<file path="src/rtl/btn_matrix_scanner.sv">
// ============================================================================
// Module   : btn_matrix_scanner
// Purpose  : Column-driven keypad matrix scanner with per-key debounce and a
//            show-ahead press/release event FIFO (valid/ready handshake).
// Revision : 1.0 - initial release
// ============================================================================
`default_nettype none

module btn_matrix_scanner #(
    parameter int ROWS       = 5,
    parameter int COLS       = 4,
    parameter int SCAN_DIV   = 16,
    parameter int SETTLE     = 4,
    parameter int DEBOUNCE   = 3,
    parameter int FIFO_DEPTH = 8,
    localparam int CODE_W    = $clog2(ROWS*COLS)
) (
    input  logic                   clk,
    input  logic                   rst_n,
    output logic [COLS-1:0]        col_drive,
    input  logic [ROWS-1:0]        row_sense,
    output logic [ROWS*COLS-1:0]   key_state,
    output logic                   evt_valid,
    input  logic                   evt_ready,
    output logic                   evt_press,
    output logic [CODE_W-1:0]      evt_code,
    output logic                   evt_overflow,
    input  logic                   ovf_clear
);

    localparam int c_nkeys  = ROWS * COLS;
    localparam int c_dw     = (SCAN_DIV > 1) ? $clog2(SCAN_DIV) : 1;
    localparam int c_colw   = (COLS > 1) ? $clog2(COLS) : 1;
    localparam int c_cntw   = $clog2(DEBOUNCE + 1);
    localparam int c_ptrw   = $clog2(FIFO_DEPTH);
    localparam int c_fillw  = c_ptrw + 1;
    localparam int c_ew     = CODE_W + 1;

    localparam logic [c_dw-1:0]    c_dwell_last = c_dw'(SCAN_DIV - 1);
    localparam logic [c_dw-1:0]    c_settle     = c_dw'(SETTLE);
    localparam logic [c_dw-1:0]    c_eval_first = c_dw'(SETTLE + 1);
    localparam logic [c_dw-1:0]    c_eval_last  = c_dw'(SETTLE + ROWS);
    localparam logic [c_colw-1:0]  c_col_last   = c_colw'(COLS - 1);
    localparam logic [c_cntw-1:0]  c_cnt_last   = c_cntw'(DEBOUNCE - 1);
    localparam logic [c_fillw-1:0] c_depth      = c_fillw'(FIFO_DEPTH);

    // ------------------------------------------------------------------
    // Scan / debounce state
    // ------------------------------------------------------------------
    logic [c_colw-1:0]  r_col;
    logic [c_dw-1:0]    r_dwell;
    logic [ROWS-1:0]    r_latch;
    logic [c_nkeys-1:0] r_key_state;
    logic [c_cntw-1:0]  r_cnt [c_nkeys];

    logic               w_eval_en;
    logic [c_dw-1:0]    w_row;
    logic [ROWS-1:0]    w_row_bit;
    logic               w_raw;
    logic [CODE_W-1:0]  w_code;
    logic               w_state;
    logic [c_cntw-1:0]  w_cnt;
    logic               w_cnt_done;
    logic               w_push;

    assign col_drive  = ~(COLS'(1) << r_col);
    assign key_state  = r_key_state;

    // One key per cycle: row index follows the dwell counter after the sample
    assign w_eval_en  = (r_dwell >= c_eval_first) && (r_dwell <= c_eval_last);
    assign w_row      = r_dwell - c_eval_first;
    assign w_row_bit  = r_latch & (ROWS'(1) << w_row);
    assign w_raw      = ~|w_row_bit;
    assign w_code     = CODE_W'(w_row) * CODE_W'(COLS) + CODE_W'(r_col);
    assign w_state    = r_key_state[w_code];
    assign w_cnt      = r_cnt[w_code];
    assign w_cnt_done = (w_cnt == c_cnt_last);
    assign w_push     = w_eval_en && (w_raw != w_state) && w_cnt_done;

    always_ff @(posedge clk or negedge rst_n) begin
        if (!rst_n) begin
            r_col       <= '0;
            r_dwell     <= '0;
            r_latch     <= '1;
            r_key_state <= '0;
            for (int k = 0; k < c_nkeys; k++) begin
                r_cnt[k] <= '0;
            end
        end else begin
            if (r_dwell == c_dwell_last) begin
                r_dwell <= '0;
                r_col   <= (r_col == c_col_last) ? '0 : r_col + c_colw'(1);
            end else begin
                r_dwell <= r_dwell + c_dw'(1);
            end

            if (r_dwell == c_settle) begin
                r_latch <= row_sense;
            end

            if (w_eval_en) begin
                if (w_raw == w_state) begin
                    r_cnt[w_code] <= '0;
                end else if (w_cnt_done) begin
                    r_key_state[w_code] <= w_raw;
                    r_cnt[w_code]       <= '0;
                end else begin
                    r_cnt[w_code] <= w_cnt + c_cntw'(1);
                end
            end
        end
    end

    // ------------------------------------------------------------------
    // Event FIFO (show-ahead, no empty bypass)
    // ------------------------------------------------------------------
    logic [c_ew-1:0]    r_mem [FIFO_DEPTH];
    logic [c_ptrw-1:0]  r_wr_ptr;
    logic [c_ptrw-1:0]  r_rd_ptr;
    logic [c_fillw-1:0] r_fill;
    logic               r_ovf;

    logic               w_valid;
    logic               w_full;
    logic               w_pop;
    logic               w_wr;
    logic               w_drop;
    logic [c_ew-1:0]    w_head;

    assign w_valid = (r_fill != '0);
    assign w_full  = (r_fill == c_depth);
    assign w_pop   = w_valid && evt_ready;
    // A full FIFO still accepts a push when the head leaves in the same cycle
    assign w_wr    = w_push && (!w_full || w_pop);
    assign w_drop  = w_push && w_full && !w_pop;
    assign w_head  = r_mem[r_rd_ptr];

    assign evt_valid    = w_valid;
    assign evt_press    = w_valid & w_head[CODE_W];
    assign evt_code     = w_valid ? w_head[CODE_W-1:0] : '0;
    assign evt_overflow = r_ovf;

    always_ff @(posedge clk) begin
        if (w_wr) begin
            r_mem[r_wr_ptr] <= {w_raw, w_code};
        end
    end

    always_ff @(posedge clk or negedge rst_n) begin
        if (!rst_n) begin
            r_wr_ptr <= '0;
            r_rd_ptr <= '0;
            r_fill   <= '0;
            r_ovf    <= 1'b0;
        end else begin
            if (w_wr) begin
                r_wr_ptr <= r_wr_ptr + c_ptrw'(1);
            end
            if (w_pop) begin
                r_rd_ptr <= r_rd_ptr + c_ptrw'(1);
            end
            case ({w_wr, w_pop})
                2'b10:   r_fill <= r_fill + c_fillw'(1);
                2'b01:   r_fill <= r_fill - c_fillw'(1);
                default: r_fill <= r_fill;
            endcase
            if (w_drop) begin
                r_ovf <= 1'b1;
            end else if (ovf_clear) begin
                r_ovf <= 1'b0;
            end
        end
    end

endmodule

`default_nettype wire

</file>
<file path="config.mk">
export PLATFORM = sky130hd
export DESIGN_NAME = btn_matrix_scanner
export DESIGN_NICKNAME = d
export VERILOG_FILES = /design/src/rtl/btn_matrix_scanner.sv
export SDC_FILE = /design/constraint.sdc
export NUM_CORES = 1
export LEC_CHECK = 0
export CAP_MARGIN = 10
export CORE_MARGIN = 1.5
export CORE_UTILIZATION = 37
export CTS_BUF_LIST = sky130_fd_sc_hd__clkbuf_4 sky130_fd_sc_hd__clkbuf_8
export CTS_CLUSTER_DIAMETER = 40
export DETAILED_ROUTE_END_ITERATION = 16
export GPL_ROUTABILITY_DRIVEN = 0
export GPL_TIMING_DRIVEN = 0
export HOLD_SLACK_MARGIN = 0.06
export PLACE_DENSITY = 0.6
export SETUP_SLACK_MARGIN = 0.05
export SLEW_MARGIN = 20
export SYNTH_ARGS = -nofsm -noshare
export SYNTH_HDL_FRONTEND = slang
export SYNTH_SLANG_ARGS = --single-unit
</file>
<file path="constraint.sdc">
create_clock -name clk -period 7 [get_ports clk]
set_input_delay 1.05 -clock clk [delete_from_list [all_inputs] [get_ports clk]]
set_output_delay 1.05 -clock clk [all_outputs]
set_load 0.02 [all_outputs]
</file>
======== Yosys cells after proc, flatten, opt, wreduce, memory -nomap -nowiden ========
Memories as Yosys holds them, arrays and structs flattened.
Cells that the tools add are included.
word-level totals
  bits in registers ....................... 82
  RAM bits ................................ 48
  input bits .............................. 9
  output and inout bits ................... 32
  word-level logic and storage cells ...... 101
  memories ................................ 1
memories
  name   words  width  read ports  clocked after memory_dff  wr ports  line  text
  r_mem  8      6      1           0                         1         117   logic [c_ew-1:0] r_mem [FIFO_DEPTH];
operators by class
  add/sub/neg operators ................... 9
  magnitude comparators ................... 6
  eq/ne operators ......................... 9
  shift-type cells ........................ 2
  multiplexer cells ....................... 21
  bitwise gates (word level) .............. 7
  reduce and logical (&&, ||, !) cells .... 18
operator list
  kind                 number
  $mux 40              2
  $and 40x40->40       1
  $bwmux 40            1
  $not 40->40          1
  $bwmux 20            1
  $bmux 2 s5           1
  $demux 2 s5          1
  $logic_and 1x1->1    9
  $add 4x1->4 const B  2
  $eq 4x4->1 const B   2
  $mux 2               4
  $pmux 4 s2           1
  $add 3x1->3 const B  2
  $eq 2x2->1 const B   3
  $ge 6x6->1 const B   1
  $lt 5x6->1 const B   1
  $lt 6x1->1 const B   1
  $mux 1               6
  $not 5->6            1
  $add 5x2->5          1
  $and 5x5->5          1
  $bmux 1 s5           1
  $demux 1 s5          1
  $ge 5x1->1 const B   1
  other kinds (22)     26

======== Depth between registers and ports, before layout ========
Gate-level depths: netlist of the first run.
  depth after elaboration ................. 11
  mapped depth ............................ 19
  gate-level depth less buffers ........... 18

======== Least setup slack after synthesis of the first run ========
Ideal clock, no wire load.
  kind .................................... reg-to-reg
  from .................................... reg r_dwell[0]
  to ...................................... reg r_fill[2]
  library setup time ...................... 0.125 ns
  data arrival time ....................... 3.930 ns
  data required time ...................... 6.875 ns
  slack ................................... 2.945 ns
  stages on the path, launching flop included .. 20
  path buffers ............................ 1
  clock period less this slack ............ 4.055 ns
  cells stage by stage .................... dfrtp_1 -> inv_1 -> ha_1 -> xor2_1 -> inv_1 -> clkbuf_1 -> nor2_1 -> a21oi_1 -> o22ai_1 -> ha_1 -> nand3_1 -> nor3_2 -> inv_2 -> ha_1 -> xor2_1 -> ha_1 -> a21oi_1 -> xor2_1 -> nor2_1 -> xor2_1
on the way
  cells in the longest elaborated chain, start to end .. 11
  elaborated cells on any way between the ends .. 24
  classes of those cells .................. add/sub: 2; order compare: 2; eq/ne: 4; shift: 1; mux: 6; bitwise: 2; reduce/logical: 7
RTL lines
  item                                                    line  text
  start: declaration                                      51    logic [c_dw-1:0] r_dwell;
  start signal: assignment                                94    r_dwell <= r_dwell + c_dw'(1);
  $sub 4x3->4 *                                           71    assign w_row = r_dwell - c_eval_first;
  $add 5x2->5 *                                           74    assign w_code = CODE_W'(w_row) * CODE_W'(COLS) + CODE_W'(r_col);
  named net w_code[2]                                     60    logic [CODE_W-1:0] w_code;
  $not 5->6 (not written as such)                         76    assign w_cnt = r_cnt[w_code];
  $bmux 2 s5                                              76
  $mux 2 (not written as such) (2 in series)              76
  $eq 2x2->1                                              77    assign w_cnt_done = (w_cnt == c_cnt_last);
  $logic_and 1x1->1 *                                     78    assign w_push = w_eval_en && (w_raw != w_state) && w_cnt_done;
  $logic_and 1x1->1 *                                     134   assign w_wr = w_push && (!w_full || w_pop);
  $eq 2x1->1 / $eq 2x2->1 (equally long branches)         162   case ({w_wr, w_pop})
  $pmux 4 s2 / $reduce_bool 2->1 (equally long branches)  --
  end signal: assignment                                  163   2'b10: r_fill <= r_fill + c_fillw'(1);
  end signal: assignment                                  164   2'b01: r_fill <= r_fill - c_fillw'(1);
  end signal: assignment                                  165   default: r_fill <= r_fill;
  end: declaration                                        120   logic [c_fillw-1:0] r_fill;
The timed path passes the listed nets; every way through them passes the cells marked *. The select of a mux whose other input is x is not followed.
A chain may end at the register's enable or synchronous reset.

======== Final worst setup path of the first run ========
Same ends and word-level chain as after synthesis.

==> results of run 1 <==
critical path, cell delays in order, from the launching register on:
cell	delay (ns)
sky130_fd_sc_hd__dfrtp_1	0.49
sky130_fd_sc_hd__inv_1	0.49
sky130_fd_sc_hd__ha_1	0.31
sky130_fd_sc_hd__xor2_1	0.58
sky130_fd_sc_hd__inv_1	0.27
sky130_fd_sc_hd__clkbuf_1	0.42
sky130_fd_sc_hd__nor2_1	0.35
sky130_fd_sc_hd__a21oi_1	0.11
sky130_fd_sc_hd__o22ai_1	0.15
sky130_fd_sc_hd__ha_1	0.32
sky130_fd_sc_hd__nand3_1	0.15
sky130_fd_sc_hd__nor3_2	0.32
sky130_fd_sc_hd__inv_2	0.17
sky130_fd_sc_hd__ha_1	0.29
sky130_fd_sc_hd__xor2_1	0.17
sky130_fd_sc_hd__ha_1	0.20
sky130_fd_sc_hd__a21oi_1	0.15
sky130_fd_sc_hd__xor2_1	0.15
sky130_fd_sc_hd__nor2_1	0.06
sky130_fd_sc_hd__xor2_1	0.14
cell usage after synthesis (3+ instances only):
library cell	n	area share [%]
sky130_fd_sc_hd__o22ai_1	3	0.30
sky130_fd_sc_hd__clkbuf_1	12	0.72
sky130_fd_sc_hd__inv_1	18	1.1
sky130_fd_sc_hd__buf_2	5	0.40
sky130_fd_sc_hd__buf_1	5	0.30
sky130_fd_sc_hd__and2_1	4	0.40
sky130_fd_sc_hd__mux4_2	25	9.0
sky130_fd_sc_hd__nor4_1	3	0.30
sky130_fd_sc_hd__ha_1	17	3.4
sky130_fd_sc_hd__nand3_1	9	0.72
sky130_fd_sc_hd__xnor2_1	5	0.70
sky130_fd_sc_hd__buf_6	5	0.90
sky130_fd_sc_hd__xor2_1	7	0.98
sky130_fd_sc_hd__dfstp_2	5	2.1
sky130_fd_sc_hd__edfxtp_1	48	23
sky130_fd_sc_hd__nand2_1	61	3.7
sky130_fd_sc_hd__mux2_2	30	5.4
sky130_fd_sc_hd__nor3_1	6	0.48
sky130_fd_sc_hd__nor2_1	34	2.0
sky130_fd_sc_hd__mux2i_1	10	1.6
sky130_fd_sc_hd__o31ai_1	19	2.3
sky130_fd_sc_hd__mux2_1	3	0.54
sky130_fd_sc_hd__a21oi_1	45	3.6
sky130_fd_sc_hd__o21ai_0	5	0.40
sky130_fd_sc_hd__dfrtp_1	77	31
cells in the final DEF, fill, tap and decap left out, drive strengths merged, types with 2 or more instances in the layout:
master,n
a21oi,45
mux2,34
nor4b,4
dfstp,5
a22o,2
nand2b,2
nor2,34
nor4,3
xor2,7
clkdlybuf4s50,39
mux2i,10
and4b,2
clkbuf,31
clkinv,7
o31ai,21
bufinv,2
a31oi,2
nand3,9
or2,2
mux4,25
edfxtp,48
o22ai,3
buf,17
inv,22
o21ai,5
dfrtp,77
ha,17
nand2,61
xnor2,5
and2,4
nor3,7
kinds of logic after synthesis:
group	Yosys count	synth area share, %
and+or+nand+nor	131	9.58
AOI/OAI and AO/OA	88	9.36
muxes	69	16.7
DFF	130	55.8
adders and majority gates	17	3.39
buffers and inverters	46	3.45
xor gates and xnor gates	12	1.68
per-layer routing:
| layer | track usage (%) | vias up |
|---|---|---|
| met5 | 0 | - |
| met4 | 6.88 | 0 |
| met3 | 4.68 | 17 |
| met2 | 26.7 | 112 |
| met1 | 22.6 | 2049 |
| li1 | - | 1929 |
sequential cells by signal, summed over array words and instances (netlist names):
signal / flops
r_mem: 48
r_cnt: 40
key_state: 20
r_latch: 5
r_dwell: 4
r_fill: 4
r_rd_ptr: 3
r_wr_ptr: 3
r_col: 2
evt_overflow: 1
stage by stage:
| stage | util [%] | power (µW) | cell area, µm² |
|---|---|---|---|
| floorplan | - | 816 | 6270 |
| global placement | 41.9 | 832 | 6950 |
| detailed placement | 42.1 | 834 | 6990 |
| CTS | 44.5 | 1470 | 7380 |
| global route | 44.5 | 1510 | 7380 |
| finish | 44.5 | 1460 | 7380 |
power by group through the flow:
stage | logic, µW | clock network, µW | registers [µW]
after global routing | 26.2 | 693 | 795
final | 22.9 | 641 | 794
after detailed placement | 24.2 | 0 | 810
after global placement | 21.8 | 0 | 810
after CTS | 24.2 | 653 | 794
after floorplan | 7.27 | 0 | 809
area by class of cell:
class,count,area [µm²]
clock inverters,13,131
fillers,1521,9200
inverters,19,71.3
clock buffers,19,262
well taps,220,275
repair buffers,41,418
multi-input cells,317,2580
plain buffers,27,145
flip-flops and latches,130,3500
worst max path at each step:
stage,to,from,slack (ns),cells after the start
floorplan,r_fill[2],r_dwell[0],2.94,19
global placement,r_mem[1][2],r_dwell[0],1.31,13
detailed placement,r_fill[2],r_dwell[0],1.63,19
CTS,r_fill[2],r_dwell[0],1.60,19
global route,r_fill[3],r_dwell[0],1.14,19
finish,r_fill[2],r_dwell[0],1.58,19
==> results.txt, run 1 <==
- The number of cells on the worst reg-to-reg path is 19.
- The routed design uses just under 800 µm of met3 wire.
* Vias after detailed routing: 4107
- TritonCTS clock tree: yes
- Residual DRC count: 0
- The internal power of the cells totals 1140 µW.
- Proportion of power drawn by combinational gates: 1.6%
- The worst setup path is of the flip-flop to flip-flop kind.
* Slew of the pin with the lowest slew margin: roughly 0.93 ns
- Based on the critical path, the design can be clocked at up to 184 MHz.
* Maximum ir drop on the vdd rail: 0.102 mV
- After clock tree synthesis, the flow added hold-fix buffers numbering 0.
- Chip Width: 133 µm
- Global-route wire length before repair: between 20000 and 25000 µm
- TritonCTS Sinks: 130
- CP max FO: 17
- Class of the tightest hold or removal check: flip-flop to flip-flop
* Count of instances resized after the clock tree is built: 0
- For this block, the routed nets add up to ~14000 µm of wire.
- Count of buffers added by post-CTS timing repair for setup: 0
- Setup Viol. Count Final: 0
- Largest net degree at the start of global routing: 47
- Pins over their slew limit: 0
- For the worst setup path, the data arrival time is 5.75 ns.
- In the final routed layout, each cell accounts on average for 17.9 µm.
- Routed length on met2: 6820 µm
* Synth Flop Type: sky130_fd_sc_hd__dfrtp_1
- Pin placement for this block handled between 40 and 50 I/O pins.
- Unrepaired setup endpoints after global routing: false
* Initial core utilization: 37.8%
- The die covers 0.0177 mm².
- Clock-pin slew was measured on the worst setup and hold paths at 0.08 ns.
- Post-Syn Area: 0.00627 mm²
- Clock group share of total power: 43.9%
* Clock latency on the worst-skew pair: about 0.46 ns
- Number of port buffers: 40
- The worst hold path terminates at r_cnt[33].
- In the final routing, the length of wire on met1 measures around 6300 µm.
* Clock H-tree levels: 4
- Worst hold slack: around 0.48 ns
- At the placement stage, the worst setup path has a slack of 1.63 ns.
* Number of antenna violations at the first check in global routing: 0
* Post-synthesis async set-or-reset flop share: 63.1%
* Crit. End Element: flip-flop
* Antenna Diode Count: 0
- Measured against its own limit, the worst slew margin works out to a little under two fifths.
- Post-Synthesis Mean Instance Area: 12.7 µm²
* Share of cells above drive strength 1: 21.6%
- The analysis attributes to cell leakage a power of 0.00285 µW.
* Final Skew: 0.0157 ns
- After the last flow step, the layout net total stands at between 500 and 600.
* Setup_tns: 0 ns
- The flow ran to the end, and the final reports show no timing, DRC or antenna violations.
- Slack of the critical path: between 1.5 and 2 ns
- The worst setup path is launched from a flip-flop.
- For the worst setup path, the data required time is 7.33 ns.
- When the netlist entered floorplanning its net count stood at 519.
- For this run, the detailed router's first-pass iteration total came to 6.
* Inst Count DP: around 750
- The tool flagged a number of max-cap violations equal to 0.
- Hold_sp: r_cnt[33]
- Library cells used by synthesis: 50
- TritonCTS created 17 clock buffers.
- The detail route stage leaves a number of antenna-violating nets equal to 0.
* Worst Hold Depth: 2
- Launch point of the worst reg-to-reg path: r_dwell[0]
- Global router's overall resource usage: 17.1%
- Dividing the detail-routed via count by the number of cells gives 5.23.
* Total net switching power: 322 µW
- Starting DRT DRC Count: slightly below 300
* Worst setup slack for register-to-register paths: 1.58 ns
- Post-synthesis sequential area ratio: around 56%
- The number of global-route vias before repair came to 4173.
- The core region is 0.0166 mm².
* Top layer used by detailed routing: met4
- Counting flops with a built-in enable in the synthesized netlist gives 48.
- Final hold violation count: 0
* Power density over the cells: 197 mW/mm²
* Sequential fraction of design power: 54.5%
* Area added between synthesis and finish: 17.7%
- The worst path in the final design needs a cycle of ~5.4 ns, including I/O delays and setup.
* Final standard cell count with taps included and fillers excluded: ~790
- Die H: 133 µm
- The HPWL after detailed placement is 9790 µm.
* Tcrit/Tclk final: ~77%
- Number of synthesis warnings: 0
- Global routing finished with a remaining overflow of 0.
- Worst flop-to-flop path endpoint: r_fill[2]
- Cells after Synth: 493
* Fraction of power spent switching nets: 22.1%
- The tree is rooted in a sky130_fd_sc_hd__clkbuf_8.
* Maximum root-to-sink buffer count: 2
* FF+latch count, synth: 130
* Row Count: 47
Note: power is estimated with default switching activity, not from simulation.
==> run 2, diff against run 1 <==
- clock period: 7 -> 5.4 ns (I/O delays scaled with it)
==> run 2 against run 1 <==
Against the previous run: final area grew 0.25%; sequential share of layout area shrank 0.12 points; register-to-register slack lost 1.2 ns; clock power grew 29%; sequential power grew 30%; worst setup slack lost 1.2 ns; first-iteration DRC count shrank 3.8%; via count shrank 0.22%; critical endpoint unchanged; largest cell class unchanged; highest routed layer unchanged.
==> results.txt, run 2 (synthesis results as in run 1) <==
* Global-route wire length before repair: ~23000 µm
* Pins over their slew limit: 0
- Clock-pin slew was measured on the worst setup and hold paths at 0.08 ns.
- CP max FO: 17
* Initial core utilization: 37.8%
- Worst flop-to-flop path endpoint: r_fill[2]
* Antenna Diode Count: 0
* Vias after detailed routing: 4098
- Final Skew: 0.0169 ns
- The worst register-to-register path has a depth of 19.
- Launch point of the worst reg-to-reg path: r_dwell[0]
- Ranked by flip-flop count, first place goes to r_mem.
* Number of vias per cell after detailed routing: ~5.2
- The run finished with clean final reports.
- In this run, placement finished with an instance count of 754.
- The worst-case IR drop observed on VDD is 0.132 mV.
- After routing the design area is 0.00740 mm².
- The worst setup path is of the flip-flop to flip-flop kind.
* Maximum root-to-sink buffer count: 2
* # IOs: 41
* Setup Viol. Count Final: 0
- For the worst setup path, the data required time is 5.73 ns.
* Row Count: 47
* TritonCTS clock tree: yes
- The number of antenna violations at the first check in global routing is 0.
- The top cell types in the final layout, fill and taps aside, are sky130_fd_sc_hd__dfrtp_1 (77), sky130_fd_sc_hd__nand2_1 (61), sky130_fd_sc_hd__edfxtp_1 (48).
- Across all hold checks on the routed design, the worst slack comes to 0.355 ns.
- CP dominant cell by count: sky130_fd_sc_hd__ha_1
- Number of optimization iterations in the first detailed-route pass: 5
- Final standard cell count with taps included and fillers excluded: 787
- Among cell families on the critical path, the largest total delay comes from adder cells.
- The worst setup path is launched from a flip-flop.
- Global router's overall resource usage: 17.1%
- After global routing the overflow that remains totals 0.
- Die Area: 0.0177 mm²
- Residual DRC count: 0
- During placement, the flow inserted port buffers numbering 40.
* Worst setup slack for register-to-register paths: 0.42 ns
- Vias in the first global route: 4179
- From synthesis to final layout, the design area changed by 18.0%.
* Endpoint arrival time on the critical path: 5.31 ns
- Largest net degree at the start of global routing: 47
* Clock H-tree levels: 4
* Starting DRT DRC Count: 279
- In this run the static leakage power is 0.00285 µW.
- Once placement finished, the instance area stood at 0.00699 mm².
- HPWL after detailed placement: 9790 µm
* Wirelength, routed: roughly 14000 µm
- In the final routed layout, each cell accounts on average for ~18 µm.
* Number of flip-flops in the largest register: 48
* Cell chain of the critical path: clkinvlp_4, ha_1, xor2_2, inv_1, clkbuf_1, nor2_1, a21oi_1, o22ai_1, ha_1, nand3_1, nor3_2, inv_2, ha_1, xor2_1, ha_1, a21oi_1, xor2_1, nor2_1, xor2_1
- Of the available clock period, the critical path in the final layout requires 92.2%.
* Inserted Clock Buffers: 17
- The die is around 130 µm tall.
- Leading cell type in the layout, fill and taps excluded: sky130_fd_sc_hd__dfrtp_1
* Chip Width: 133 µm
* Slew of the pin with the lowest slew margin: 0.920 ns
* Share of cells above drive strength 1: 22.0%
- Power density over the cells: 255 mW/mm²
* Crit. End Element: flip-flop
- The net count of the finished layout is 580.
* Rel. slew slack: about two fifths
- The clock net in this run drives a total of 130 sinks.
- Final hold violation count: 0
- Unrepaired setup endpoints after global routing: false
* Clk root buf: sky130_fd_sc_hd__clkbuf_8
- Master of the slowest instance on the critical path: sky130_fd_sc_hd__dfrtp_1
- In this run the remaining antenna-violating nets after routing total 0.
* Maxcap violations: 0
* Timing-limited maximum frequency: ~200 MHz
- Floorplan Core Area: 0.0166 mm²
- The clock period could shrink to between 4 and 5 ns.
* Clock latency on the worst-skew pair: 0.46 ns
* Buffers & Inverters on Critical Path: 4
- In this run the worst hold path is classified as input pin to asynchronous set/reset pin.
* Highest cell delay on the worst timing path: 0.56 ns
## run 2: cell types whose count changed in the layout (fill, tap and decap cells not counted), sizes merged
cell	delta
clkinvlp	+1
buf	+1
inv	-1
## run 2: timing repair
item | 4_1_cts | 5_1_grt
hold buffers | 0 | 0
setup buffers | 0 | 1
pin swaps | 0 | 0
resized for setup | 2 | 0
endpoints found under the setup margin | 2 | 33
## run 2: worst max path at each step
| stage | slack [ns] | end | depth (start not counted) | startpoint |
|---|---|---|---|---|
| CTS | 0.15 | r_fill[2] | 19 | r_dwell[0] |
| global route | 0.07 | r_fill[3] | 19 | r_dwell[0] |
| finish | 0.42 | r_fill[2] | 19 | r_dwell[0] |
| global placement | -0.29 | r_mem[1][2] | 13 | r_dwell[0] |
| detailed placement | 0.03 | r_fill[2] | 19 | r_dwell[0] |
| floorplan | 1.34 | r_fill[2] | 19 | r_dwell[0] |
## run 2: area by class of cell
type	count	area, µm²
Buffer	27	145
Clock buffer	19	262
Clock inverter	13	131
Fill cell	1522	9180
Inverter	19	75.1
Multi-Input combinational cell	317	2590
Sequential cell	130	3500
Tap cell	220	275
Timing Repair Buffer	42	425
## run 2: metal layers
metal  track usage (%)  share of wire [%]  up-vias
li1                  -                  -     1925
met3              4.68                4.6       21
met4              6.88                1.6        0
met1              22.7                 45     2055
met5                 0                  0        -
met2              26.8                 48       97
## run 2: metrics by stage
stage / power (µW) / setup TNS [ns] / util, % / setup WS [ns]
6_report: 1890 / 0 / 44.6 / 0.421
3_5_place_dp: 1080 / 0 / 42.1 / 0.0316
5_1_grt: 1960 / 0 / 44.6 / 0.0699
2_1_floorplan: 1060 / 0 / - / 1.34
3_3_place_gp: 1080 / -4.40 / 41.9 / -0.294
4_1_cts: 1910 / 0 / 44.6 / 0.151
## run 2: power by group
group / internal (µW) / switching [µW]
Clock: 433 / 395
Combinational: 13.9 / 15.8
Sequential: 1030 / 3.88
Total: 1470 / 415
